`src/rtl/branch_resolve_ctrl_pkg.sv`:
```
// Shared constants for the ID-stage branch resolver: opcodes, FSM encoding and
// default widths, plus opcode classification helpers.
package branch_resolve_ctrl_pkg;

   localparam int XLEN_DEF   = 32;
   localparam int REG_AW_DEF = 5;
   localparam int CNT_W_DEF  = 32;
   localparam int OPC_W      = 6;

   localparam logic [OPC_W-1:0] OP_BLTZ = 6'h01;
   localparam logic [OPC_W-1:0] OP_BEQ  = 6'h04;
   localparam logic [OPC_W-1:0] OP_BNE  = 6'h05;
   localparam logic [OPC_W-1:0] OP_BLEZ = 6'h06;
   localparam logic [OPC_W-1:0] OP_BGTZ = 6'h07;

   typedef enum logic [1:0] {
      ST_IDLE  = 2'd0,
      ST_HOLD  = 2'd1,
      ST_ISSUE = 2'd2
   } state_e;

   function automatic logic is_branch_op(input logic [OPC_W-1:0] op);
      return op inside {OP_BEQ, OP_BNE, OP_BLEZ, OP_BGTZ, OP_BLTZ};
   endfunction

   // Only the two-register compares read rt; the rest compare rs against zero.
   function automatic logic uses_rt(input logic [OPC_W-1:0] op);
      return (op == OP_BEQ) || (op == OP_BNE);
   endfunction

endpackage

```
`src/rtl/branch_resolve_ctrl_if.sv`:
```
// ID-stage branch bundle: instruction operands, EX/MEM writeback info, flush,
// and the stall / redirect / statistics results.
interface branch_resolve_ctrl_if
   import branch_resolve_ctrl_pkg::*;
#(
   parameter int XLEN   = XLEN_DEF,
   parameter int REG_AW = REG_AW_DEF,
   parameter int CNT_W  = CNT_W_DEF
);
   logic              id_valid;
   logic [OPC_W-1:0]  id_opcode;
   logic [REG_AW-1:0] id_rs;
   logic [REG_AW-1:0] id_rt;
   logic [XLEN-1:0]   id_rs_data;
   logic [XLEN-1:0]   id_rt_data;
   logic [XLEN-1:0]   id_target;
   logic [REG_AW-1:0] ex_rd;
   logic              ex_reg_write;
   logic              ex_mem_read;
   logic [REG_AW-1:0] mem_rd;
   logic              mem_reg_write;
   logic              mem_mem_read;
   logic [XLEN-1:0]   mem_alu_result;
   logic              pipe_flush;
   logic              stall_if_id;
   logic              redirect_valid;
   logic [XLEN-1:0]   redirect_pc;
   logic              flush_if_id;
   logic [CNT_W-1:0]  stat_branches;
   logic [CNT_W-1:0]  stat_taken;
   logic [CNT_W-1:0]  stat_stall_cyc;

   modport master (
      output id_valid, id_opcode, id_rs, id_rt, id_rs_data, id_rt_data, id_target,
             ex_rd, ex_reg_write, ex_mem_read, mem_rd, mem_reg_write, mem_mem_read,
             mem_alu_result, pipe_flush,
      input  stall_if_id, redirect_valid, redirect_pc, flush_if_id,
             stat_branches, stat_taken, stat_stall_cyc
   );

   modport slave (
      input  id_valid, id_opcode, id_rs, id_rt, id_rs_data, id_rt_data, id_target,
             ex_rd, ex_reg_write, ex_mem_read, mem_rd, mem_reg_write, mem_mem_read,
             mem_alu_result, pipe_flush,
      output stall_if_id, redirect_valid, redirect_pc, flush_if_id,
             stat_branches, stat_taken, stat_stall_cyc
   );
endinterface

```
`src/rtl/branch_resolve_ctrl_cond_eval.sv`:
```
// Combinational branch condition: signed two's-complement compare of the
// selected operands, chosen by opcode.
module branch_cond_eval
   import branch_resolve_ctrl_pkg::*;
#(
   parameter int XLEN = XLEN_DEF
) (
   input  logic [OPC_W-1:0] opcode_i,
   input  logic [XLEN-1:0]  a_i,
   input  logic [XLEN-1:0]  b_i,
   output logic             taken_o
);
   // Differing signs decide by sign bit alone; equal signs reduce to unsigned order.
   function automatic logic s_lt(input logic [XLEN-1:0] x, input logic [XLEN-1:0] y);
      return (x[XLEN-1] != y[XLEN-1]) ? x[XLEN-1] : (x < y);
   endfunction

   logic eq;
   logic ltz;
   logic gtz;

   always_comb begin
      eq      = (a_i == b_i);
      ltz     = s_lt(a_i, {XLEN{1'b0}});
      gtz     = s_lt({XLEN{1'b0}}, a_i);
      taken_o = 1'b0;
      case (opcode_i)
         OP_BEQ:  taken_o = eq;
         OP_BNE:  taken_o = !eq;
         OP_BLEZ: taken_o = !gtz;
         OP_BGTZ: taken_o = gtz;
         OP_BLTZ: taken_o = ltz;
         default: taken_o = 1'b0;
      endcase
   end
endmodule

```
`src/rtl/branch_resolve_ctrl.sv`:
```
// ID-stage branch sequencer: RAW stall, operand forwarding, condition evaluation
// and registered redirect. Define BRANCH_STATS_EN to build the statistics counters.
module branch_resolve_ctrl
   import branch_resolve_ctrl_pkg::*;
#(
   parameter int XLEN   = XLEN_DEF,
   parameter int REG_AW = REG_AW_DEF,
   parameter int CNT_W  = CNT_W_DEF
) (
   input  logic                 clk,
   input  logic                 reset_n,
   branch_resolve_ctrl_if.slave bus
);
   logic              is_branch;
   logic              need_rt;
   logic              hazard;
   logic              taken;
   logic [REG_AW-1:0] src_idx [2];
   logic [XLEN-1:0]   rf_data [2];
   logic [XLEN-1:0]   opnd    [2];
   logic [1:0]        hz;

   assign is_branch  = bus.id_valid && is_branch_op(bus.id_opcode);
   assign need_rt    = uses_rt(bus.id_opcode);
   assign src_idx[0] = bus.id_rs;
   assign src_idx[1] = bus.id_rt;
   assign rf_data[0] = bus.id_rs_data;
   assign rf_data[1] = bus.id_rt_data;

   // A MEM load is not yet forwardable, so it stalls; a MEM ALU result forwards.
   for (genvar gi = 0; gi < 2; gi++) begin : g_opnd
      logic live;
      logic ex_hit;
      logic mem_hit;
      assign live     = (src_idx[gi] != '0);
      assign ex_hit   = live && (src_idx[gi] == bus.ex_rd) && (bus.ex_reg_write || bus.ex_mem_read);
      assign mem_hit  = live && (src_idx[gi] == bus.mem_rd);
      assign hz[gi]   = ex_hit || (mem_hit && bus.mem_mem_read);
      assign opnd[gi] = (mem_hit && bus.mem_reg_write && !bus.mem_mem_read)
                        ? bus.mem_alu_result : rf_data[gi];
   end

   assign hazard = is_branch && (hz[0] || (need_rt && hz[1]));

   branch_cond_eval #(.XLEN(XLEN)) u_cond (
      .opcode_i (bus.id_opcode),
      .a_i      (opnd[0]),
      .b_i      (opnd[1]),
      .taken_o  (taken)
   );

   state_e          state_q, state_d;
   logic            stall;
   logic            resolve;
   logic            redirect_valid_q;
   logic [XLEN-1:0] redirect_pc_q, redirect_pc_d;

   always_comb begin
      state_d       = state_q;
      stall         = 1'b0;
      resolve       = 1'b0;
      redirect_pc_d = redirect_pc_q;
      case (state_q)
         ST_IDLE, ST_HOLD: begin
            if (!is_branch) begin
               state_d = ST_IDLE;
            end else if (hazard) begin
               stall   = 1'b1;
               state_d = ST_HOLD;
            end else begin
               resolve = 1'b1;
               state_d = taken ? ST_ISSUE : ST_IDLE;
            end
         end
         // The instruction in ID during ISSUE is on the wrong path and is ignored.
         ST_ISSUE: state_d = ST_IDLE;
         default:  state_d = ST_IDLE;
      endcase
      if (bus.pipe_flush) begin
         state_d = ST_IDLE;
         stall   = 1'b0;
         resolve = 1'b0;
      end
      if (resolve && taken) begin
         redirect_pc_d = bus.id_target;
      end
   end

   always_ff @(posedge clk or negedge reset_n) begin
      if (!reset_n) begin
         state_q          <= ST_IDLE;
         redirect_valid_q <= 1'b0;
         redirect_pc_q    <= '0;
      end else begin
         state_q          <= state_d;
         redirect_valid_q <= resolve && taken;
         redirect_pc_q    <= redirect_pc_d;
      end
   end

   assign bus.stall_if_id    = stall;
   assign bus.redirect_valid = redirect_valid_q;
   assign bus.flush_if_id    = redirect_valid_q;
   assign bus.redirect_pc    = redirect_pc_q;

`ifdef BRANCH_STATS_EN
   logic [CNT_W-1:0] br_cnt_q, tk_cnt_q, st_cnt_q;

   always_ff @(posedge clk or negedge reset_n) begin
      if (!reset_n) begin
         br_cnt_q <= '0;
         tk_cnt_q <= '0;
         st_cnt_q <= '0;
      end else begin
         if (resolve)          br_cnt_q <= br_cnt_q + CNT_W'(1);
         if (resolve && taken) tk_cnt_q <= tk_cnt_q + CNT_W'(1);
         if (stall)            st_cnt_q <= st_cnt_q + CNT_W'(1);
      end
   end

   assign bus.stat_branches  = br_cnt_q;
   assign bus.stat_taken     = tk_cnt_q;
   assign bus.stat_stall_cyc = st_cnt_q;
`else
   assign bus.stat_branches  = {CNT_W{1'b0}};
   assign bus.stat_taken     = {CNT_W{1'b0}};
   assign bus.stat_stall_cyc = {CNT_W{1'b0}};
`endif

endmodule
```
`src/flat_wrapper.sv`:
```
// flat-port wrapper written by rule: the top's interface ports become plain ports
module branch_resolve_ctrl_flat import branch_resolve_ctrl_pkg::*;
#(
   parameter int XLEN   = XLEN_DEF,
   parameter int REG_AW = REG_AW_DEF,
   parameter int CNT_W  = CNT_W_DEF
)
  (clk, reset_n, bus_id_valid, bus_id_opcode, bus_id_rs, bus_id_rt, bus_id_rs_data, bus_id_rt_data, bus_id_target, bus_ex_rd, bus_ex_reg_write, bus_ex_mem_read, bus_mem_rd, bus_mem_reg_write, bus_mem_mem_read, bus_mem_alu_result, bus_pipe_flush, bus_stall_if_id, bus_redirect_valid, bus_redirect_pc, bus_flush_if_id, bus_stat_branches, bus_stat_taken, bus_stat_stall_cyc);
  branch_resolve_ctrl_if #(.XLEN(XLEN), .REG_AW(REG_AW), .CNT_W(CNT_W)) bus_i ();
  input  logic clk;
  input  logic reset_n;
  input wire logic [$bits(bus_i.id_valid)-1:0] bus_id_valid;
  input wire logic [$bits(bus_i.id_opcode)-1:0] bus_id_opcode;
  input wire logic [$bits(bus_i.id_rs)-1:0] bus_id_rs;
  input wire logic [$bits(bus_i.id_rt)-1:0] bus_id_rt;
  input wire logic [$bits(bus_i.id_rs_data)-1:0] bus_id_rs_data;
  input wire logic [$bits(bus_i.id_rt_data)-1:0] bus_id_rt_data;
  input wire logic [$bits(bus_i.id_target)-1:0] bus_id_target;
  input wire logic [$bits(bus_i.ex_rd)-1:0] bus_ex_rd;
  input wire logic [$bits(bus_i.ex_reg_write)-1:0] bus_ex_reg_write;
  input wire logic [$bits(bus_i.ex_mem_read)-1:0] bus_ex_mem_read;
  input wire logic [$bits(bus_i.mem_rd)-1:0] bus_mem_rd;
  input wire logic [$bits(bus_i.mem_reg_write)-1:0] bus_mem_reg_write;
  input wire logic [$bits(bus_i.mem_mem_read)-1:0] bus_mem_mem_read;
  input wire logic [$bits(bus_i.mem_alu_result)-1:0] bus_mem_alu_result;
  input wire logic [$bits(bus_i.pipe_flush)-1:0] bus_pipe_flush;
  output wire logic [$bits(bus_i.stall_if_id)-1:0] bus_stall_if_id;
  output wire logic [$bits(bus_i.redirect_valid)-1:0] bus_redirect_valid;
  output wire logic [$bits(bus_i.redirect_pc)-1:0] bus_redirect_pc;
  output wire logic [$bits(bus_i.flush_if_id)-1:0] bus_flush_if_id;
  output wire logic [$bits(bus_i.stat_branches)-1:0] bus_stat_branches;
  output wire logic [$bits(bus_i.stat_taken)-1:0] bus_stat_taken;
  output wire logic [$bits(bus_i.stat_stall_cyc)-1:0] bus_stat_stall_cyc;
  assign bus_i.id_valid = bus_id_valid;
  assign bus_i.id_opcode = bus_id_opcode;
  assign bus_i.id_rs = bus_id_rs;
  assign bus_i.id_rt = bus_id_rt;
  assign bus_i.id_rs_data = bus_id_rs_data;
  assign bus_i.id_rt_data = bus_id_rt_data;
  assign bus_i.id_target = bus_id_target;
  assign bus_i.ex_rd = bus_ex_rd;
  assign bus_i.ex_reg_write = bus_ex_reg_write;
  assign bus_i.ex_mem_read = bus_ex_mem_read;
  assign bus_i.mem_rd = bus_mem_rd;
  assign bus_i.mem_reg_write = bus_mem_reg_write;
  assign bus_i.mem_mem_read = bus_mem_mem_read;
  assign bus_i.mem_alu_result = bus_mem_alu_result;
  assign bus_i.pipe_flush = bus_pipe_flush;
  assign bus_stall_if_id = bus_i.stall_if_id;
  assign bus_redirect_valid = bus_i.redirect_valid;
  assign bus_redirect_pc = bus_i.redirect_pc;
  assign bus_flush_if_id = bus_i.flush_if_id;
  assign bus_stat_branches = bus_i.stat_branches;
  assign bus_stat_taken = bus_i.stat_taken;
  assign bus_stat_stall_cyc = bus_i.stat_stall_cyc;
  branch_resolve_ctrl #(.XLEN(XLEN), .REG_AW(REG_AW), .CNT_W(CNT_W)) u_core (.clk(clk), .reset_n(reset_n), .bus(bus_i));
endmodule
```
`config.mk`:
```
export PLATFORM = sky130hd
export DESIGN_NAME = branch_resolve_ctrl_flat
export DESIGN_NICKNAME = d
export VERILOG_FILES = /design/src/rtl/branch_resolve_ctrl_pkg.sv /design/src/rtl/branch_resolve_ctrl_if.sv /design/src/rtl/branch_resolve_ctrl_cond_eval.sv /design/src/rtl/branch_resolve_ctrl.sv /design/src/flat_wrapper.sv
export SDC_FILE = /design/constraint.sdc
export NUM_CORES = 1
export LEC_CHECK = 0
export ABC_AREA = 1
export BUFFER_PORTS_ARGS = -buffer_cell sky130_fd_sc_hd__buf_2
export CAP_MARGIN = 15
export CORE_MARGIN = 1.5
export CORE_UTILIZATION = 40
export CTS_CLUSTER_SIZE = 30
export DETAILED_ROUTE_END_ITERATION = 10
export PLACE_DENSITY = 0.82
export SYNTH_ARGS = -nofsm -noshare
export SYNTH_HDL_FRONTEND = slang
export SYNTH_SLANG_ARGS = --single-unit
export TNS_END_PERCENT = 100
```
`constraint.sdc`:
```
create_clock -name clk -period 3.8 [get_ports clk]
set_input_delay 0 -clock clk [delete_from_list [all_inputs] [get_ports clk]]
set_output_delay 0 -clock clk [all_outputs]
set_load 0.02 [all_outputs]
```
==> impl_metrics.env, run 1 <==
export IMPL_layout_common_cells="nand2_1, buf_2, inv_1"
export IMPL_pwr_share_comb=0.378
export IMPL_outcome="finished clean"
export IMPL_layout_commonest_cell="nand2_1"
export IMPL_avgViaCountPerCell=4.51
export IMPL_ioPinCount=293
export IMPL_h_tree_depth=2
export IMPL_synthSimpleGateAreaFrac=0.517
export IMPL_hold_viol=0
export IMPL_chipHeight_um=116
export IMPL_critPathKind="input port to register"
export IMPL_antenna_found_initial=4
export IMPL_finalSetupTns_ps=0
export IMPL_ir_worst_vdd_v=0.000225
export IMPL_tightest_slew_ps=759
export IMPL_grt_max_degree=81
export IMPL_finish_utilization=0.499
export IMPL_use_met1=0.242
export IMPL_syn_to_final_growth_pct=22.6
export IMPL_critPathLaunchType="input port"
export IMPL_grt_overflow=0
export IMPL_grt_pass1_vias=5136
export IMPL_seq_area_frac_synth=0.167
export IMPL_grtUsageTotal=0.210
export IMPL_drt_iter0_markers=416
export IMPL_cts_buffer_depth=2
export IMPL_start_util=0.407
export IMPL_path_clk_slew_ps=50
export IMPL_root_buffer="clkbuf_16"
export IMPL_hpwl_um=11000
export IMPL_synth_top_family_by_area="simple AND/OR/NAND/NOR gates"
export IMPL_crit_fanout=37
export IMPL_worstSkewPairLatency_ps=270
export IMPL_ys_warn_count=0
export IMPL_crit_arrival_ps=3290
export IMPL_seqPwrFrac=0.300
export IMPL_syn_area_um2=5090
export IMPL_netlist_area_leader_share=0.263
export IMPL_fp_dieArea_um2=13400
export IMPL_vias=5735
export IMPL_period_minus_slack_ps=3080
export IMPL_muxShareOfSynthArea=0
export IMPL_power_share_clock=0.322
export IMPL_power_density_nw_per_um2=201
export IMPL_die_x_um=116
export IMPL_rows=41
export IMPL_firstDrtPassIters=6
export IMPL_p_int_mw=0.796
export IMPL_yosysUniqueCellTypes=31
export IMPL_yosys_area_share_xor_xnor=0.0207
export IMPL_synthCells=889
export IMPL_ys_top_cells_by_area="nand2_1, dfrtp_1, buf_4, nand3_1, inv_1"
export IMPL_postRouteAntennaNets=0
export IMPL_met3_usage=0.0282
export IMPL_power_leakage_nw=4.10
export IMPL_grt_use_met2=0.389
export IMPL_core_um2=12500
export IMPL_rsz0062_at_grt="no"
export IMPL_synth_compound_area_frac=0.0155
export IMPL_wl_per_cell_um=11.7
export IMPL_place_congestion=0.844
export IMPL_drc=0
export IMPL_drv_cap=0
export IMPL_cts_sinks=34
export IMPL_slew_headroom=0.494
export IMPL_max_freq_ghz=0.325
export IMPL_p_sw_mw=0.459
export IMPL_finalSetupViolCount=0
export IMPL_drv_slew=0
export IMPL_p_sw_frac=0.366
export IMPL_ys_ff_latch=34
export IMPL_required_ps=4010
export IMPL_post_cts_resize_count=0
export IMPL_min_path_type="input port to register"
export IMPL_cts_tree="done"
export IMPL_numCtsBuffers=5
export IMPL_wl_um=14900
export IMPL_drive_gt1_frac=0.235
export IMPL_avgSynthCellArea_um2=5.72
export IMPL_grt_first_pass_wirelength_um=22800
export IMPL_layout_nets=1257
export IMPL_finalCritPeriodShare=0.810
export IMPL_grt_busiest_layer="met2"
export IMPL_synth_top_cell_by_area="nand2_1"
export IMPL_fin_worst_skew_ps=2.69
export IMPL_port_buffer_count=196
export IMPL_synthAdderAreaFrac=0
export IMPL_setup_worst_path_end_class="register"
-- sequential cells by signal (all words and copies together), names as in the netlist --
register and cells:
u_core.state_q 1, u_core.bus.flush_if_id 1, u_core.bus.redirect_pc 32
-- cells by family after synthesis --
kind of cell,after synthesis
XOR/XNOR,12
buffers and inverters,255
other,1
AND/OR/NAND/NOR,574
AO/OA/AOI/OAI,13
flip-flops,34
-- path summary, 6_finish.rpt --
kind	from	endpoint	slack [ps]	depth (start not counted)
max in group asynchronous	reset_n	u_core.bus.redirect_pc[13]	2980	2
min in group asynchronous	reset_n	u_core.bus.redirect_pc[9]	340	2
worst max register to register	u_core.state_q[1]	u_core.bus.redirect_pc[1]	1900	7
worst min-delay path	bus_id_target[15]	u_core.bus.redirect_pc[15]	20	3
worst min register to register	u_core.bus.redirect_pc[7]	u_core.bus.redirect_pc[7]	470	2
worst max-delay path	bus_id_rs[2]	u_core.bus.redirect_pc[1]	720	18
-- per-stage QoR --
| step | instances | setup WS (ps) | total power [mW] | hold WS, ps | cell area, µm² |
|---|---|---|---|---|---|
| 6_report | 1272 | 723 | 1.26 | 17.7 | 6240 |
| 5_1_grt | 1272 | 328 | 1.33 | 60.2 | 6240 |
| 4_1_cts | 1268 | 792 | 1.25 | 5.50 | 6230 |
| 3_5_place_dp | 1229 | 509 | 0.827 | 103 | 5770 |
| 3_3_place_gp | 1229 | 621 | 0.821 | 100 | 5770 |
| 2_1_floorplan | 984 | 1810 | 0.747 | -296 | 5450 |
-- area by class of cell --
type,count,area [µm²]
sequential,34,851
fill,1264,6280
antenna,4,10.0
multi-input combinational,695,3180
clock buffer,7,143
timing repair buffer,233,1360
clock inverter,1,5.00
tap,172,215
inverter,126,473
-- cells in the mapped netlist --
| master | count |
|---|---|
| buf_4 | 97 |
| nand2_1 | 357 |
| clkbuf_1 | 11 |
| xor2_1 | 6 |
| nor2_2 | 5 |
| nor2_4 | 1 |
| nor2_8 | 1 |
| o41ai_1 | 1 |
| nand3_4 | 1 |
| buf_12 | 1 |
| inv_1 | 126 |
| xnor2_1 | 6 |
| conb_1 | 1 |
| o2111ai_1 | 1 |
| nand3_2 | 24 |
| o21ai_0 | 3 |
| o21ai_1 | 2 |
| nand2_2 | 4 |
| dfrtp_1 | 34 |
| nor2_1 | 35 |
| buf_6 | 9 |
| nand3_1 | 123 |
| buf_2 | 11 |
| nor3_2 | 1 |
| o22ai_1 | 1 |
| a211oi_1 | 2 |
| a21oi_1 | 3 |
| nand2_4 | 11 |
| nor4_1 | 3 |
| nand4_1 | 5 |
| nor3_1 | 3 |
-- power by group through the flow --
stage	logic (mW)	registers (mW)	clock network [mW]
4_1_cts	0.471	0.377	0.406
3_5_place_dp	0.444	0.382	0
3_3_place_gp	0.439	0.383	0
2_1_floorplan	0.354	0.393	0
5_1_grt	0.531	0.378	0.424
6_report	0.474	0.377	0.404
-- per-layer routing --
| layer | up-vias | wire length (µm) | part of all wire |
|---|---|---|---|
| met5 | - | 0 | 0 |
| met1 | 2510 | 5880 | 0.39 |
| met2 | 258 | 7600 | 0.51 |
| met3 | 34 | 987 | 0.066 |
| met4 | 0 | 430 | 0.029 |
| li1 | 2933 | - | - |
-- worst max-delay path, stage by stage --
cell and delay, ps:
buf_2 120, xnor2_1 230, nand3_2 160, nor2_8 520, nand3_1 170, nand2_1 160
nand3_1 80, nand2_1 70, nand2_1 60, nor2_1 140, nand2_1 80, nor2_2 150
nand2_1 90, nand2_2 80, nand3_4 320, nand2_4 570, nand2_1 150, nand2_1 90
-- repair_timing --
item / 4_1_cts / 5_1_grt
hold buffers: 31 / 0
hold endpoints to repair: 64 / 0
buffers inserted: 0 / 0
No activity file was read; power rests on OpenSTA's default activity.
==> inputs of run 2 (changes only) <==
==> constraint.sdc (replaced) <==
create_clock -name clk -period 2.9 [get_ports clk]
set_input_delay 0 -clock clk [delete_from_list [all_inputs] [get_ports clk]]
set_output_delay 0 -clock clk [all_outputs]
set_load 0.02 [all_outputs]
==> impl_metrics.env, run 2 (synthesis gave the netlist of run 1 again) <==
export IMPL_path_clk_slew_ps=50
export IMPL_finalCritPeriodShare=0.864
export IMPL_die_x_um=116
export IMPL_syn_to_final_growth_pct=24.3
export IMPL_cts_tree="done"
export IMPL_tightest_slew_ps=752
export IMPL_vias=5727
export IMPL_drt_iter0_markers=407
export IMPL_path_cells="buf_2, inv_1, nand2_1, nand2_1, nand3_2, nor2_8, buf_4, nand3_1, nand2_1, nand2_1, nor2_1, nand2_1, nor2_1, nand2_1, nand3_1, nand2_1, nor2_2, nand3_4, nand2_4, buf_12, nand2_1, nand2_1"
export IMPL_drive_gt1_frac=0.242
export IMPL_post_cts_resize_count=0
export IMPL_power_share_clock=0.301
export IMPL_chipHeight_um=116
export IMPL_largest_reg_flops=32
export IMPL_fin_worst_skew_ps=2.49
export IMPL_slew_headroom=0.499
export IMPL_p_total_mw=1.61
export IMPL_root_buffer="clkbuf_16"
export IMPL_ioPinCount=293
export IMPL_cts_sinks=34
export IMPL_p_sw_mw=0.588
export IMPL_fp_dieArea_um2=13400
export IMPL_start_util=0.407
export IMPL_critPathMostFrequentCell="nand2_1"
export IMPL_drc=0
export IMPL_core_um2=12500
export IMPL_layout_nets=1267
export IMPL_seqPwrFrac=0.308
export IMPL_crit_slowest_cell="nor2_8"
export IMPL_rows=41
export IMPL_required_ps=3100
export IMPL_firstDrtPassIters=4
export IMPL_fill_cells=1263
export IMPL_postRouteAntennaNets=0
export IMPL_finalSetupViolCount=0
export IMPL_p_sw_frac=0.366
export IMPL_rr_startpoint="u_core.state_q[1]"
export IMPL_wl_um=14800
export IMPL_grt_pass1_vias=5146
export IMPL_p_int_mw=1.02
export IMPL_min_path_type="input port to register"
export IMPL_h_tree_depth=2
export IMPL_crit_path_max_incr_delay_ps=420
export IMPL_seqCellArea_um2=851
export IMPL_numCtsBuffers=5
export IMPL_multi_input_area_um2=3180
export IMPL_layout_common_cells="nand2_1, buf_2, inv_1"
export IMPL_crit_fanout=34
export IMPL_setup_worst_path_end_class="register"
export IMPL_drv_slew=0
export IMPL_stdcell_count=1278
export IMPL_max_freq_ghz=0.399
export IMPL_drv_cap=0
export IMPL_grt_overflow=0
export IMPL_dp_slack_ps=139
export IMPL_rsz0062_at_grt="no"
export IMPL_cts_buffer_depth=2
export IMPL_port_buffer_count=196
export IMPL_dp_cells=1238
export IMPL_layout_commonest_cell="nand2_1"
export IMPL_wl_per_cell_um=11.6
export IMPL_grtUsageTotal=0.213
export IMPL_hp_start="bus_id_target[20]"
export IMPL_timing_final_ws_setup_ps=394
export IMPL_finalSetupTns_ps=0
export IMPL_worstSkewPairLatency_ps=270
export IMPL_hold_viol=0
export IMPL_grt_first_pass_wirelength_um=23200
export IMPL_outcome="finished clean"
export IMPL_power_leakage_nw=4.15
export IMPL_place_congestion=0.874
export IMPL_grt_max_degree=45
export IMPL_period_minus_slack_ps=2510
export IMPL_antenna_found_initial=1
export IMPL_ir_worst_vdd_v=0.000350
export IMPL_pwr_share_comb=0.391
export IMPL_crit_arrival_ps=2710
export IMPL_avgViaCountPerCell=4.48
export IMPL_critPathLaunchType="input port"
export IMPL_hpwl_um=11300
export IMPL_critPathKind="input port to register"
export IMPL_crit_path_start="bus_id_rs[3]"
export IMPL_power_density_nw_per_um2=254
## run 2: cell count changes in the layout (fill, tap and decap cells not counted)
cell           change
buf_4              +7
dlygate4sd3_1      +1
clkinv_2           +1
buf_12             +2
diode_2            -3
clkbuf_8           -1
clkbuf_1           -1
## run 2: cell type report
class,count,share of cell area
multi-input combinational,695,0.503
tap,172,0.0340
timing repair buffer,243,0.231
clock buffer,5,0.0198
clock inverter,2,0.00158
antenna,1,0.000396
sequential,34,0.135
inverter,126,0.0748
## run 2: metrics by stage
stage | instance area (µm²) | utilization | hold WS (ps)
after CTS | 6320 | 0.505 | 13.5
after floorplan | 5450 | - | -296
after global placement | 5870 | 0.469 | 103
after detailed placement | 5870 | 0.469 | 106
after global routing | 6320 | 0.505 | 17.1
final | 6320 | 0.505 | 11.9
## run 2: power by group through the flow
stage	clock [mW]	combinational, mW	sequential (mW)
3_5_place_dp	0	0.587	0.501
3_3_place_gp	0	0.581	0.501
5_1_grt	0.516	0.703	0.495
4_1_cts	0.492	0.623	0.494
2_1_floorplan	0	0.464	0.515
6_report	0.483	0.628	0.495
## run 2: timing repair
item | in CTS | in global routing
endpoints found under the hold margin | 65 | 0
hold buffers | 32 | 0
endpoints found under the setup margin | 0 | 0
buffers inserted | 0 | 0
## run 2: final timing paths
path	end	slack, ps	cells past startpoint
worst max-delay path	u_core.bus.redirect_pc[12]	390	22
worst min-delay path	u_core.bus.redirect_pc[20]	10	3
worst max register to register	u_core.bus.redirect_pc[16]	1450	6
worst min register to register	u_core.bus.redirect_pc[7]	460	2
max in group asynchronous	u_core.bus.redirect_pc[0]	2080	2
min in group asynchronous	u_core.bus.redirect_pc[10]	340	2
## run 2: critical path, delay by kind of cell
family                 cells  cell delay, ps
and+or+nand+nor           18            2000
buffers and inverters      4             680
## run 2: metal layers
layer | track usage | wire, µm | up-vias | share of wire
met5 | 0 | 0 | - | 0
met2 | 0.398 | 7590 | 249 | 0.51
met3 | 0.0251 | 946 | 34 | 0.064
met4 | 0.0699 | 372 | 0 | 0.025
li1 | - | - | 2946 | -
met1 | 0.251 | 5860 | 2498 | 0.40
